`config.mk`:
```
export PLATFORM = sky130hd
export DESIGN_NAME = sr_latch_bank
export DESIGN_NICKNAME = d
export VERILOG_FILES = /design/src/rtl/sr_latch_pkg.sv /design/src/rtl/sr_latch_channel.sv /design/src/rtl/sr_latch_bank.sv
export SDC_FILE = /design/constraint.sdc
export NUM_CORES = 1
export LEC_CHECK = 0
export ABC_AREA = 1
export ABC_CLOCK_PERIOD_IN_PS = 2200
export CORE_MARGIN = 1
export CORE_UTILIZATION = 25
export CTS_BUF_LIST = sky130_fd_sc_hd__clkbuf_4 sky130_fd_sc_hd__clkbuf_8
export CTS_CLUSTER_SIZE = 40
export DETAILED_ROUTE_END_ITERATION = 6
export PLACE_DENSITY = 0.4
export SLEW_MARGIN = 40
export SYNTH_ARGS = -nofsm -noshare
export SYNTH_HDL_FRONTEND = slang
export SYNTH_SLANG_ARGS = --single-unit
```
`constraint.sdc`:
```
create_clock -name clk -period 2.2 [get_ports clk]
set_input_delay 0.22 -clock clk [delete_from_list [all_inputs] [get_ports clk]]
set_output_delay 0.22 -clock clk [all_outputs]
set_load 0.05 [all_outputs]
```
`src/rtl/sr_latch_pkg.sv`:
```
// sr_latch_pkg: mode and command encodings shared by the SR latch bank
package sr_latch_pkg;
    localparam int MODE_NAND    = 0;
    localparam int MODE_SET_DOM = 1;
    localparam int MODE_CLR_DOM = 2;
    localparam int MODE_TOGGLE  = 3;
    localparam logic [1:0] CMD_IDLE = 2'b11;
    localparam logic [1:0] CMD_SET  = 2'b01;
    localparam logic [1:0] CMD_CLR  = 2'b10;
    localparam logic [1:0] CMD_BOTH = 2'b00;
endpackage

```
`src/rtl/sr_latch_channel.sv`:
```
// sr_latch_channel: one filtered SR state bit with both-asserted policy and status flags
module sr_latch_channel import sr_latch_pkg::*; #(
    parameter int FILTER_CYCLES = 3,
    parameter int MODE = MODE_NAND
) (
    input  logic clk,
    input  logic reset,
    input  logic set_n,
    input  logic clr_n,
    output logic q,
    output logic q_n,
    output logic changed,
    output logic invalid
);
    localparam int CW = $clog2(FILTER_CYCLES + 1);
    localparam logic [CW-1:0] FMAX = CW'(FILTER_CYCLES);
    logic [1:0] raw, pending, cmd, cmd_nx;
    logic [CW-1:0] count, count_nx;
    logic commit, state, state_nx, both, q_nx;
    always_comb begin
        raw = {set_n, clr_n};
        count_nx = (raw != pending) ? CW'(1) : (count == FMAX) ? FMAX : count + CW'(1);
        commit = (count_nx == FMAX) && (raw != cmd);
        cmd_nx = commit ? raw : cmd;
        state_nx = !commit ? state :
                   raw == CMD_SET ? 1'b1 :
                   raw == CMD_CLR ? 1'b0 :
                   raw == CMD_IDLE ? state :
                   MODE == MODE_SET_DOM ? 1'b1 :
                   MODE == MODE_CLR_DOM ? 1'b0 :
                   MODE == MODE_TOGGLE ? ~state : state;
        // NAND mode forces both outputs high while both inputs are committed, leaving state untouched
        both = (MODE == MODE_NAND) && (cmd_nx == CMD_BOTH);
        q_nx = both | state_nx;
    end
    always_ff @(posedge clk) begin
        if (reset) begin
            pending <= CMD_IDLE;
            count   <= '0;
            cmd     <= CMD_IDLE;
            state   <= 1'b0;
            q       <= 1'b0;
            q_n     <= 1'b1;
            changed <= 1'b0;
            invalid <= 1'b0;
        end else begin
            pending <= raw;
            count   <= count_nx;
            cmd     <= cmd_nx;
            state   <= state_nx;
            q       <= q_nx;
            q_n     <= both | ~state_nx;
            changed <= q_nx ^ q;
            invalid <= both;
        end
    end
endmodule

```
`src/rtl/sr_latch_bank.sv`:
```
// sr_latch_bank: CHANNELS independent filtered SR latches with active-low set/clear
module sr_latch_bank import sr_latch_pkg::*; #(
    parameter int CHANNELS = 4,
    parameter int FILTER_CYCLES = 3,
    parameter int MODE = MODE_NAND
) (
    input  logic                clk,
    input  logic                reset,
    input  logic [CHANNELS-1:0] set_n,
    input  logic [CHANNELS-1:0] clr_n,
    output logic [CHANNELS-1:0] q,
    output logic [CHANNELS-1:0] q_n,
    output logic [CHANNELS-1:0] changed,
    output logic [CHANNELS-1:0] invalid
);
    for (genvar i = 0; i < CHANNELS; i++) begin : g_ch
        sr_latch_channel #(.FILTER_CYCLES(FILTER_CYCLES), .MODE(MODE)) u_ch (
            .clk(clk),
            .reset(reset),
            .set_n(set_n[i]),
            .clr_n(clr_n[i]),
            .q(q[i]),
            .q_n(q_n[i]),
            .changed(changed[i]),
            .invalid(invalid[i])
        );
    end
endmodule

```
# After elaboration in Yosys (flattened, before gate mapping)
# Cells that the tools add are included.
# Widths: inputs -> output; s select.
dict set report totals {
  out_inout_bits 16
  wordCells 108
  register_bits 44
}
dict set report op_classes {
  add_sub_neg 4
  n_reduce_logical 8
  bitwise 16
  n_eq_ne 24
  n_mux 24
}
# op count
set op_table {}
lappend op_table {{$eq 2x2->1 const B} 12}
lappend op_table {{$mux 2} 12}
lappend op_table {{$ne 2x2->1} 8}
lappend op_table {{$mux 1} 12}
lappend op_table {{$add 2x1->2 const B} 4}
lappend op_table {{$eq 2x1->1 const B} 4}
lappend op_table {{$logic_not 2->1} 4}
lappend op_table {{$or 1x1->1} 8}
lappend op_table {{$logic_and 1x1->1} 4}
lappend op_table {{$not 1->1} 4}
lappend op_table {{$xor 1x1->1} 4}

# Logic depth before layout (Yosys ltp)
# Gate-level depths: netlist (run 1).
dict set report logic_depth {
  ltp_word 9
  ltp_mapped 12
  depth_no_buf 12
}

# By module
# Synthesis (run 1) repeated with hierarchy kept, for this count alone.
dict set report hier_totals {
  hier_cells 252
  area_unflattened_um2 1836.8
}
# module area_per_inst_um2 seq_area_each_um2 cells_each n_inst
set by_module_without_submodules {}
lappend by_module_without_submodules {sr_latch_channel 459.2 220.2 63 4}

# Least setup slack after synthesis (run 1)
# Ideal clock, no wire load.
dict set report synth_timing {
  path_kind {reg-to-reg}
  start {reg g_ch[3].u_ch.pending[1]}
  end {reg g_ch[3].u_ch.changed}
  period_less_slack_ps 1236
  setup_slack_ps 964
  required_time_ps 2085
  stages_incl_launch_ff 9
  setup_ps 115
  arrival_time_ps 1121
  n_path_buf 0
  cell_sequence {dfxtp_1 > xnor2_1 > nand2_1 > nor2_2 > nand2_1 > nand2_1 > nand2_1 > a21oi_1 > nor2_1}
}
dict set report synth_via {
  elab_chain_cells 8
}
# element line_no
set synth_rtl {}
lappend synth_rtl {{from (decl)} sr_latch_channel.sv:17} ;# logic [1:0] raw, pending, cmd, cmd_nx;
lappend synth_rtl {{from (signal assigned)} sr_latch_channel.sv:47} ;# pending <= raw;
lappend synth_rtl {{$ne 2x2->1 (*)} sr_latch_channel.sv:22} ;# count_nx = (raw != pending) ? CW'(1) : (count == FMAX) ? FMAX : count + CW'(1);
lappend synth_rtl {{$mux 2 (*)} sr_latch_channel.sv:22}
lappend synth_rtl {{$eq 2x2->1 (*)} sr_latch_channel.sv:23} ;# commit = (count_nx == FMAX) && (raw != cmd);
lappend synth_rtl {{$logic_and 1x1->1 (*)} sr_latch_channel.sv:23}
lappend synth_rtl {{$mux 2} sr_latch_channel.sv:24} ;# cmd_nx = commit ? raw : cmd;
lappend synth_rtl {{$logic_not 2->1} sr_latch_channel.sv:33} ;# both = (MODE == MODE_NAND) && (cmd_nx == CMD_BOTH);
lappend synth_rtl {{$or 1x1->1 (*)} sr_latch_channel.sv:34} ;# q_nx = both | state_nx;
lappend synth_rtl {{$xor 1x1->1 (*)} sr_latch_channel.sv:53} ;# changed <= q_nx ^ q;
lappend synth_rtl {{to (signal assigned)} sr_latch_channel.sv:53}
lappend synth_rtl {{to (decl)} sr_latch_channel.sv:12} ;# output logic changed,
# Mark *: on every way between the ends. The rest lies on a longest branch, timed or not.
# A chain may end at the register's enable or synchronous reset.

# Final worst setup path (run 1)
dict set report layout_timing {
  start {reg g_ch[0].u_ch.q}
  end {out q[0]}
}
# element line_no
set layout_rtl {}
lappend layout_rtl {{from (decl)} sr_latch_channel.sv:10} ;# output logic q,
lappend layout_rtl {{from (signal assigned)} sr_latch_channel.sv:51} ;# q <= q_nx;
lappend layout_rtl {{to (decl)} sr_latch_bank.sv:11} ;# output logic [CHANNELS-1:0] q,
# No word-level cell between the ends.

==> results of run 1 <==
==> worst min-delay path by stage <==
| stage | startpoint | end | depth (start not counted) |
|---|---|---|---|
| finish | g_ch[1].u_ch.count[0] | g_ch[1].u_ch.count[1] | 2 |
| global route | g_ch[1].u_ch.count[0] | g_ch[1].u_ch.count[1] | 2 |
| CTS | g_ch[1].u_ch.count[0] | g_ch[1].u_ch.count[1] | 2 |
| detailed placement | g_ch[2].u_ch.count[0] | g_ch[2].u_ch.count[0] | 3 |
| global placement | g_ch[2].u_ch.count[0] | g_ch[2].u_ch.count[0] | 3 |
| floorplan | set_n[2] | g_ch[2].u_ch.pending[1] | 2 |
==> cell families (layout without fill, tap and decap cells) <==
kind of cell              Yosys count  after routing  share of synthesized area
DFF                                44             44                     0.4681
AOI/OAI and AO/OA                  18             18                    0.04787
xor gates and xnor gates            4              4                    0.02261
and+or+nand+nor                   134            134                     0.3238
buffers and inverters              53             68                     0.1376
==> metrics by stage <==
| stage | power, mW | instance area, um2 | std cells | util | hold slack [ns] |
|---|---|---|---|---|---|
| 6_report | 1.591 | 2260 | 367 | 0.3115 | 0.4956 |
| 3_5_place_dp | 0.9872 | 2148 | 359 | 0.2962 | 0.4803 |
| 4_1_cts | 1.622 | 2260 | 367 | 0.3115 | 0.4982 |
| 3_3_place_gp | 0.9884 | 2148 | 359 | 0.2962 | 0.4715 |
| 2_1_floorplan | 0.9411 | 1882 | 253 | - | 0.3190 |
| 5_1_grt | 1.667 | 2260 | 367 | 0.3115 | 0.5150 |
==> placed cells by master (no fill, tap or decap) <==
cell	instances
nor2_8	1
inv_1	27
nand2_2	12
clkbuf_4	1
nor3_1	1
nor2_2	3
bufinv_16	1
buf_12	1
dfxtp_1	44
xnor2_2	1
nand2_1	80
nand4_1	4
clkinv_2	1
xnor2_1	3
inv_2	6
nand3_1	12
nand2_4	2
buf_4	1
nor2_1	17
o21ai_0	6
clkbuf_8	5
nor2_4	1
nand3b_1	1
a21oi_1	12
clkdlybuf4s50_1	25
==> tightest hold or removal path: stages (launching register included) <==
cell	delay, ns
dfxtp_1	0.32
nor2_1	0.08
nor3_1	0.05
==> area by class of cell <==
class	instances	share of cell area
clock inverter	2	0.01550
multi-input combinational	156	0.3283
clock buffer	6	0.03378
timing repair buffer	27	0.1229
tap	99	0.05482
inverter	33	0.05482
sequential	44	0.3898
==> layer usage <==
metal,vias up,wire length [um],global-route usage
met4,0,52,0.04399
met3,4,169,0.02799
met1,595,1731,0.1299
met5,-,0,0
li1,778,-,-
met2,30,1397,0.1615
==> synth_stat cells <==
cell | n | area [um2]
nand2_1 | 80 | 300.3
dfxtp_1 | 44 | 880.8
inv_1 | 27 | 101.4
nor2_1 | 17 | 63.81
buf_4 | 16 | 120.1
a21oi_1 | 12 | 60.06
nand2_2 | 12 | 75.07
nand3_1 | 12 | 60.06
inv_2 | 6 | 22.52
o21ai_0 | 6 | 30.03
clkbuf_1 | 4 | 15.01
nand4_1 | 4 | 25.02
nor2_2 | 3 | 18.77
xnor2_1 | 3 | 26.28
nand2_4 | 2 | 22.52
nand3b_1 | 1 | 7.510
nor2_4 | 1 | 11.26
nor2_8 | 1 | 20.02
nor3_1 | 1 | 5.000
xnor2_2 | 1 | 16.27
==> state kept, by name (all words and copies together) (netlist names) <==
| register | count |
|---|---|
| g_ch.u_ch.changed | 4 |
| g_ch.u_ch.count | 8 |
| g_ch.u_ch.invalid | 4 |
| g_ch.u_ch.pending | 8 |
| g_ch.u_ch.cmd | 8 |
| g_ch.u_ch.state | 4 |
| g_ch.u_ch.q | 4 |
| g_ch.u_ch.q_n | 4 |
==> power by group through the flow <==
stage          clock network, mW  registers (mW)  logic [mW]
6_report                   0.624           0.829       0.137
5_1_grt                    0.680           0.832       0.155
4_1_cts                    0.653           0.829       0.140
3_5_place_dp                   0           0.848       0.139
3_3_place_gp                   0           0.848       0.140
2_1_floorplan                  0           0.845      0.0956
==> run metrics, run 1 <==
status=finished clean; syn_nets=roughly 260; WL/cell=approximately 9 um; post-synthesis sequential area ratio=0.4681; DP Wirelength=approximately 2.4 mm; Reg area=about 900 um2; Seq cells post-synth=44; combinational power share=0.086; max_cap viols=0; Layout area overhead=20.08%; Seq pwr share=0.521; layout net count=between 200 and 300; final hold vios=0; Clock Pin Slew Worst Setup and Hold Paths=around 0.09 ns; slew margin rel.=0.6609; Final min period=between 1.5 and 2 ns; R2R Path End=g_ch[3].u_ch.changed; Die Ht=slightly below 90 um; worst setup path startpoint=g_ch[0].u_ch.q; R2R depth=8; clock share of power=0.392; Hold Crit Class=reg2reg; # setup viols final=0; Port Buffers=25; Pint=~1.2 mW; Crit path depth=1; worst vdd ir=around 0.25 mV; Root Buffer=clkbuf_8; crit path kind=reg2out; syn_area_per_cell=around 7.4 um2; CTS tree=built; I/O pins=26; total die area=~7900 um2; H-tree levels=2; Switching Share=0.2324; dominant delay contributor by cell family on the critical path=buffers and inverters; number of fillers in the final layout=around 790; gr usage total=0.1019; clk_skew=~0.0077 ns; Max FO, Critical Path=3; YS warnings=0; num rows=31; fin. max-slew vios=0; R2R Setup Slk=around 0.81 ns; Crit-path slowest cell=clkdlybuf4s50_1; Lkg Pwr=about 1.1 nW; ANT nets after route=0; Worst Tran Pin Value=a little over 0.5 ns; 1st-pass router iterations=4; vias in the first global route=between 1000 and 1500; first-pass GRT wire length=slightly above 6 mm; Worst Path Buf+Inv=1; Synth Cell Area=1882 um2; CP Cell Sequence=clkdlybuf4s50_1; hold buffers post-CTS=0; Fmax=598.1 MHz; RePlAce Congestion=about 0.72; CP Data Arrival Time=about 1.5 ns; number of gates resized after cts=0; DRC=0; slowest stage delay, CP=around 0.81 ns; RSZ-0062 raised after global routing=no; fraction of layout cells with a size suffix above 1=0.1343; Worst EP required=1.98 ns; Worst-Skew Late Latency=0.29 ns; Post-CTS Setup Repair Bufs=0; antenna violations before repair=0; worst slack at placement=a little under 0.4 ns; die width=approximately 89 um; worst r2r src=g_ch[3].u_ch.pending[1]; Startpoint Class=flop; core box area=around 7300 um2; synthesized instance count=roughly 250; number of antenna diodes=0; Num CTS Buffers=5; critical path endpoint=q[0]; vias per cell=approximately 3.8; gr ovfl total=0; Final Worst Setup Slack=between 0.5 and 0.6 ns; final WL=between 3 and 4 mm; Initial Util=0.2594; Netlist cell types=20; critical path capture point type=output port; largest net degree at the start of global routing=17; CTS sink count=44; final setup TNS=0 ns; Final Cycle Share=0.7600; Net Sw Power=0.3696 mW; area of the multi-input gates=742.0 um2; cell area power density=a little over 700 nW/um2; vias post-DR=about 1400; DR iter-0 viols=43; CTS max path bufs=2
No activity file was read; power rests on OpenSTA's default activity.
==> inputs of run 2 (changes only) <==
--- a/config.mk
+++ b/config.mk
@@ -6,13 +6,13 @@
 export NUM_CORES = 1
 export LEC_CHECK = 0
 export ABC_AREA = 1
-export ABC_CLOCK_PERIOD_IN_PS = 2200
+export ABC_CLOCK_PERIOD_IN_PS = 1400
 export CORE_MARGIN = 1
 export CORE_UTILIZATION = 25
 export CTS_BUF_LIST = sky130_fd_sc_hd__clkbuf_4 sky130_fd_sc_hd__clkbuf_8
 export CTS_CLUSTER_SIZE = 40
 export DETAILED_ROUTE_END_ITERATION = 6
-export PLACE_DENSITY = 0.4
+export PLACE_DENSITY = 0.41
 export SLEW_MARGIN = 40
 export SYNTH_ARGS = -nofsm -noshare
 export SYNTH_HDL_FRONTEND = slang
==> constraint.sdc (replaced) <==
create_clock -name clk -period 1.4 [get_ports clk]
set_input_delay 0.14 -clock clk [delete_from_list [all_inputs] [get_ports clk]]
set_output_delay 0.14 -clock clk [all_outputs]
set_load 0.05 [all_outputs]
==> run 2 against run 1 <==
Effect of this change:
- via count is 9.9% higher
- clock power is 32% higher
- wire length is 7.8% higher
- final cell count is 7.9% higher
- flip-flop and latch count stayed put
- die area stayed put
- combinational power is 100% higher
- core utilization is 3.4 points higher
- total power is 51% higher
- largest power group unchanged
- sequential share of layout area is 3.8 points lower
- register-to-register slack worse by 0.73 ns
- highest routed layer unchanged
==> run metrics, run 2 (same netlist as run 1, synthesis figures left out) <==
DRC=0; first-pass GRT wire length=a little over 6 mm; num rows=31; Final Worst Setup Slack=0.08117 ns; clk_skew=approximately 0.011 ns; Final Cycle Share=0.9420; worst vdd ir=~0.47 mV; CTS max path bufs=2; CTS tree=built; most frequent cells in the layout=nand2_1 (72), buf_4 (45), dfxtp_1 (42); total die area=7878 um2; worst slack at placement=-0.3019 ns; H-tree levels=2; Worst EP required=roughly 1.6 ns; WHS=around 0.19 ns; status=finished clean; Die Ht=about 89 um; final hold vios=0; vias in the first global route=between 1000 and 1500; GR Layer Usage met2=0.1664; Startpoint Class=flop; Port Buffers=25; Core Util, Final=0.3457; met3 Use GR=0.03078; hold buffers post-CTS=0; global route hottest layer=met2; gr usage total=0.1009; Worst Tran Pin Value=approximately 0.27 ns; Clock Pin Slew Worst Setup and Hold Paths=around 0.090 ns; final WL=3.610 mm; gr ovfl total=0; CTS sink count=44; ANT nets after route=0; Layout area overhead=33.24%; Hold Crit Class=in2reg; CP Data Arrival Time=1.51 ns; max_cap viols=0; Worst-Skew Late Latency=roughly 0.29 ns; 1st-pass router iterations=4; I/O pins=26; fin. max-slew vios=0; vias per cell=between 3 and 4; DR iter-0 viols=24; WL/cell=a little over 9 um; die width=88.76 um; Initial Util=0.2594; antenna violations before repair=0; RePlAce Congestion=around 0.77; crit path kind=reg2reg; Root Buffer=clkbuf_8; Fmax=approximately 760 MHz; largest registers=g_ch.u_ch.cmd: 8 flops, g_ch.u_ch.count: 8 flops, g_ch.u_ch.pending: 8 flops; DP Wirelength=between 2 and 3 mm; number of fillers in the final layout=781; largest net degree at the start of global routing=14; layout net count=between 300 and 400; Num CTS Buffers=5; slew margin rel.=0.8210; number of antenna diodes=0; most common cell after layout, fill and taps aside=nand2_1; core box area=about 7300 um2; critical path capture point type=flop; # setup viols final=0; vias post-DR=around 1500; fraction of layout cells with a size suffix above 1=0.3300; Lkg Pwr=1.309 nW; Final min period=approximately 1.3 ns; cell area power density=around 960 nW/um2; GR Util met1=0.1229; Max FO, Critical Path=5
[run 2: cell types whose count changed in the layout (fill, tap and decap cells not counted), moves of 3 or more]
cell	change
buf_4	+44
clkdlybuf4s50_1	-21
dlymetal6s2s_1	+5
nand2_1	-8
nand2_2	+7
xnor2_1	-3
xnor2_2	+3
[run 2: cell type report]
type,count,area [um2],area share
timing repair buffer,56,480.5,0.1916
clock inverter,2,10.01,0.003992
tap,99,123.9,0.04940
multi-input combinational,156,803.3,0.3204
clock buffer,6,82.58,0.03293
inverter,33,123.9,0.04940
sequential,44,883.3,0.3523
[run 2: path summary, 6_finish.rpt]
kind                                         startpoint                       to  slack [ns]  depth (start not counted)
worst max-delay path            g_ch[1].u_ch.pending[1]     g_ch[1].u_ch.changed        0.08                          8
worst min-delay path                           set_n[3]  g_ch[3].u_ch.pending[1]        0.19                          3
worst max register to register  g_ch[1].u_ch.pending[1]     g_ch[1].u_ch.changed        0.08                          8
worst min register to register    g_ch[1].u_ch.count[0]    g_ch[1].u_ch.count[1]        0.49                          2
[run 2: repair_timing]
action                     in CTS  in global routing
buffers inserted                0                  4
resized for setup               0                 23
setup endpoints to repair       0                 11
[run 2: metal layers]
metal / up-vias / wire length (um)
li1: 835 / -
met1: 679 / 1841
met2: 30 / 1605
met3: 2 / 129
met4: 0 / 34
met5: - / 0
[run 2: critical path, stage by stage, from the launching register on]
cell	delay, ns
dfxtp_2	0.33
xnor2_2	0.19
nand2_1	0.11
nor2_2	0.16
nand2_1	0.08
nand2_2	0.09
nand2_4	0.07
a21oi_2	0.13
nor2_2	0.05
[run 2: power by group]
group | total (mW) | switching (mW) | internal, mW
combinational | 0.276 | 0.144 | 0.132
sequential | 1.31 | 0.0224 | 1.28
clock | 0.825 | 0.430 | 0.395
[run 2: per-stage QoR]
| stage | area [um2] | std cells | setup TNS (ns) | power, mW |
|---|---|---|---|---|
| after floorplan | 1882 | 253 | 0 | 1.479 |
| after global placement | 2308 | 384 | -4.072 | 1.589 |
| after detailed placement | 2308 | 384 | -4.162 | 1.588 |
| after CTS | 2401 | 392 | 0 | 2.433 |
| after global routing | 2507 | 396 | -0.08929 | 2.538 |
| final | 2507 | 396 | 0 | 2.407 |
==> inputs of run 3 (changes only) <==
--- a/config.mk
+++ b/config.mk
@@ -7,7 +7,7 @@
 export LEC_CHECK = 0
 export ABC_AREA = 1
 export ABC_CLOCK_PERIOD_IN_PS = 1400
-export CORE_MARGIN = 1
+export CORE_MARGIN = 2
 export CORE_UTILIZATION = 25
 export CTS_BUF_LIST = sky130_fd_sc_hd__clkbuf_4 sky130_fd_sc_hd__clkbuf_8
 export CTS_CLUSTER_SIZE = 40
==> run 3 against run 2 <==
Effect of this change:
- worst hold slack better by 0.083 ns
- final cell count shrank 0.51%
- core utilization fell by 0.31 points
- fmax is 3.3% higher
- first-iteration DRC count up 46%
- worst setup slack improved by 0.042 ns
- non-clock buffer count shrank 2
- critical path depth rose by 3
- critical path type unchanged
- critical endpoint is now g_ch[0].u_ch.changed
- largest cell class unchanged
==> run metrics, run 3 (same netlist as run 1, synthesis figures left out) <==
status=finished clean; most common cell after layout, fill and taps aside=nand2_1; Placed Cells=approximately 390; slew margin rel.=0.8308; fraction of layout cells with a size suffix above 1=0.2983; Num CTS Buffers=5; Worst Path Buf+Inv=1; worst vdd ir=roughly 0.38 mV; # setup viols final=0; crit path kind=reg2reg; cell area power density=between 1000 and 1500 nW/um2; Final Worst Setup Slack=~0.12 ns; final std cells w/o fill=394; Max FO, Critical Path=6; gr usage total=0.09417; Port Buffers=25; clk_skew=between 0.004 and 0.005 ns; Worst Tran Pin Value=between 0.2 and 0.3 ns; CTS tree=built; DP Wirelength=2.627 mm; critical path endpoint=g_ch[0].u_ch.changed; Final Cycle Share=0.9122; RePlAce Congestion=0.7983; Die Ht=between 90 and 100 um; most frequent cells in the layout=nand2_1 (76), dfxtp_1 (43), buf_4 (43); R2R depth=11; antenna violations before repair=0; Worst-Skew Late Latency=0.29 ns; WL/cell=about 9 um; worst r2r src=g_ch[0].u_ch.pending[1]; Lkg Pwr=approximately 1.3 nW; ANT nets after route=0; Startpoint Class=flop; Worst EP required=between 1.5 and 2 ns; Initial Util=0.2594; Root Buffer=clkbuf_8; Core Util, Final=0.3426; Layout area overhead=32.05%; area of the multi-input gates=slightly below 800 um2; die width=between 90 and 100 um; final WL=around 3.6 mm; vias post-DR=1501; H-tree levels=2; number of antenna diodes=0; layout net count=about 300; gr ovfl total=0; dominant delay contributor by cell family on the critical path=simple AND/OR/NAND/NOR gates; final setup TNS=0 ns; CTS max path bufs=2; vias in the first global route=between 1000 and 1500; Final min period=~1.3 ns; largest registers=g_ch.u_ch.cmd: 8 flops, g_ch.u_ch.count: 8 flops, g_ch.u_ch.pending: 8 flops; DRC=0; CP Cell Sequence=inv_1, nand2_1, nand2_4, nor2_8, nand2_2, nand2_1, nand2_2, nand2_4, nand2_2, nor2_1, nor2_2; Clock Pin Slew Worst Setup and Hold Paths=0.08 ns; I/O pins=26; Crit-path slowest cell=dfxtp_2; CTS sink count=44; Reg area=approximately 880 um2; final hold vios=0; worst slack at placement=-0.2667 ns; Crit path depth=11; RSZ-0062 raised after global routing=yes; slowest stage delay, CP=about 0.34 ns; DR iter-0 viols=35; R2R Setup Slk=about 0.12 ns; core box area=between 7000 and 8000 um2; first-pass GRT wire length=6.285 mm; num rows=31; total die area=~8200 um2; Hold Crit Class=in2reg; critical path capture point type=flop; vias per cell=about 3.8; fin. max-slew vios=0; number of fillers in the final layout=roughly 760; R2R Path End=g_ch[0].u_ch.changed; CP Data Arrival Time=1.47 ns; Fmax=783.1 MHz; 1st-pass router iterations=4; Post-CTS Setup Repair Bufs=0; worst setup path startpoint=g_ch[0].u_ch.pending[1]; max_cap viols=0; most used cell, CP=nand2_2; largest net degree at the start of global routing=16
## run 3: final cells by class
class                      count  share of cell area
clock buffer                   6             0.03072
clock inverter                 2             0.01410
tap                           99             0.04985
sequential                    44              0.3550
multi-input combinational    156              0.3152
inverter                      33             0.04985
timing repair buffer          54              0.1853
## run 3: worst min-delay path, cell delays in order
cell and delay, ns:
dlymetal6s2s_1 0.15, inv_2 0.07, buf_4 0.13, nand2_1 0.04
## run 3: what timing repair did
| item | in CTS | in global routing |
|---|---|---|
| hold buffers | 0 | 0 |
| resized for setup | 0 | 13 |
| setup endpoints to repair | 0 | 9 |
## run 3: how the worst min path moves through the flow
stage | startpoint | to | slack, ns | cells after the start
after floorplan | set_n[2] | g_ch[2].u_ch.pending[1] | 0.24 | 2
after global placement | g_ch[1].u_ch.count[0] | g_ch[1].u_ch.count[1] | 0.47 | 2
after detailed placement | g_ch[0].u_ch.count[0] | g_ch[0].u_ch.count[0] | 0.48 | 3
after CTS | g_ch[1].u_ch.count[0] | g_ch[1].u_ch.count[1] | 0.49 | 2
after global routing | clr_n[0] | g_ch[0].u_ch.pending[0] | 0.27 | 4
final | clr_n[0] | g_ch[0].u_ch.pending[0] | 0.27 | 4
## run 3: where the power goes
part           switching (mW)  internal, mW  leakage, nW
Clock                   0.420         0.549       0.0586
Sequential             0.0219          1.28        0.359
Combinational           0.143         0.130        0.859
## run 3: metrics by stage
step	power [mW]	cell area (um2)	hold WS, ns
6_report	2.547	2485	0.2744
3_3_place_gp	1.599	2323	0.4698
3_5_place_dp	1.598	2323	0.4751
4_1_cts	2.580	2435	0.4884
2_1_floorplan	1.479	1882	0.2390
5_1_grt	2.674	2485	0.2676
## run 3: layer usage
| layer | vias up | GRT usage | share of wire |
|---|---|---|---|
| li1 | 836 | - | - |
| met1 | 638 | 0.1190 | 0.52 |
| met2 | 22 | 0.1499 | 0.42 |
| met3 | 5 | 0.02755 | 0.040 |
| met4 | 0 | 0.03846 | 0.015 |
| met5 | - | 0 | 0 |
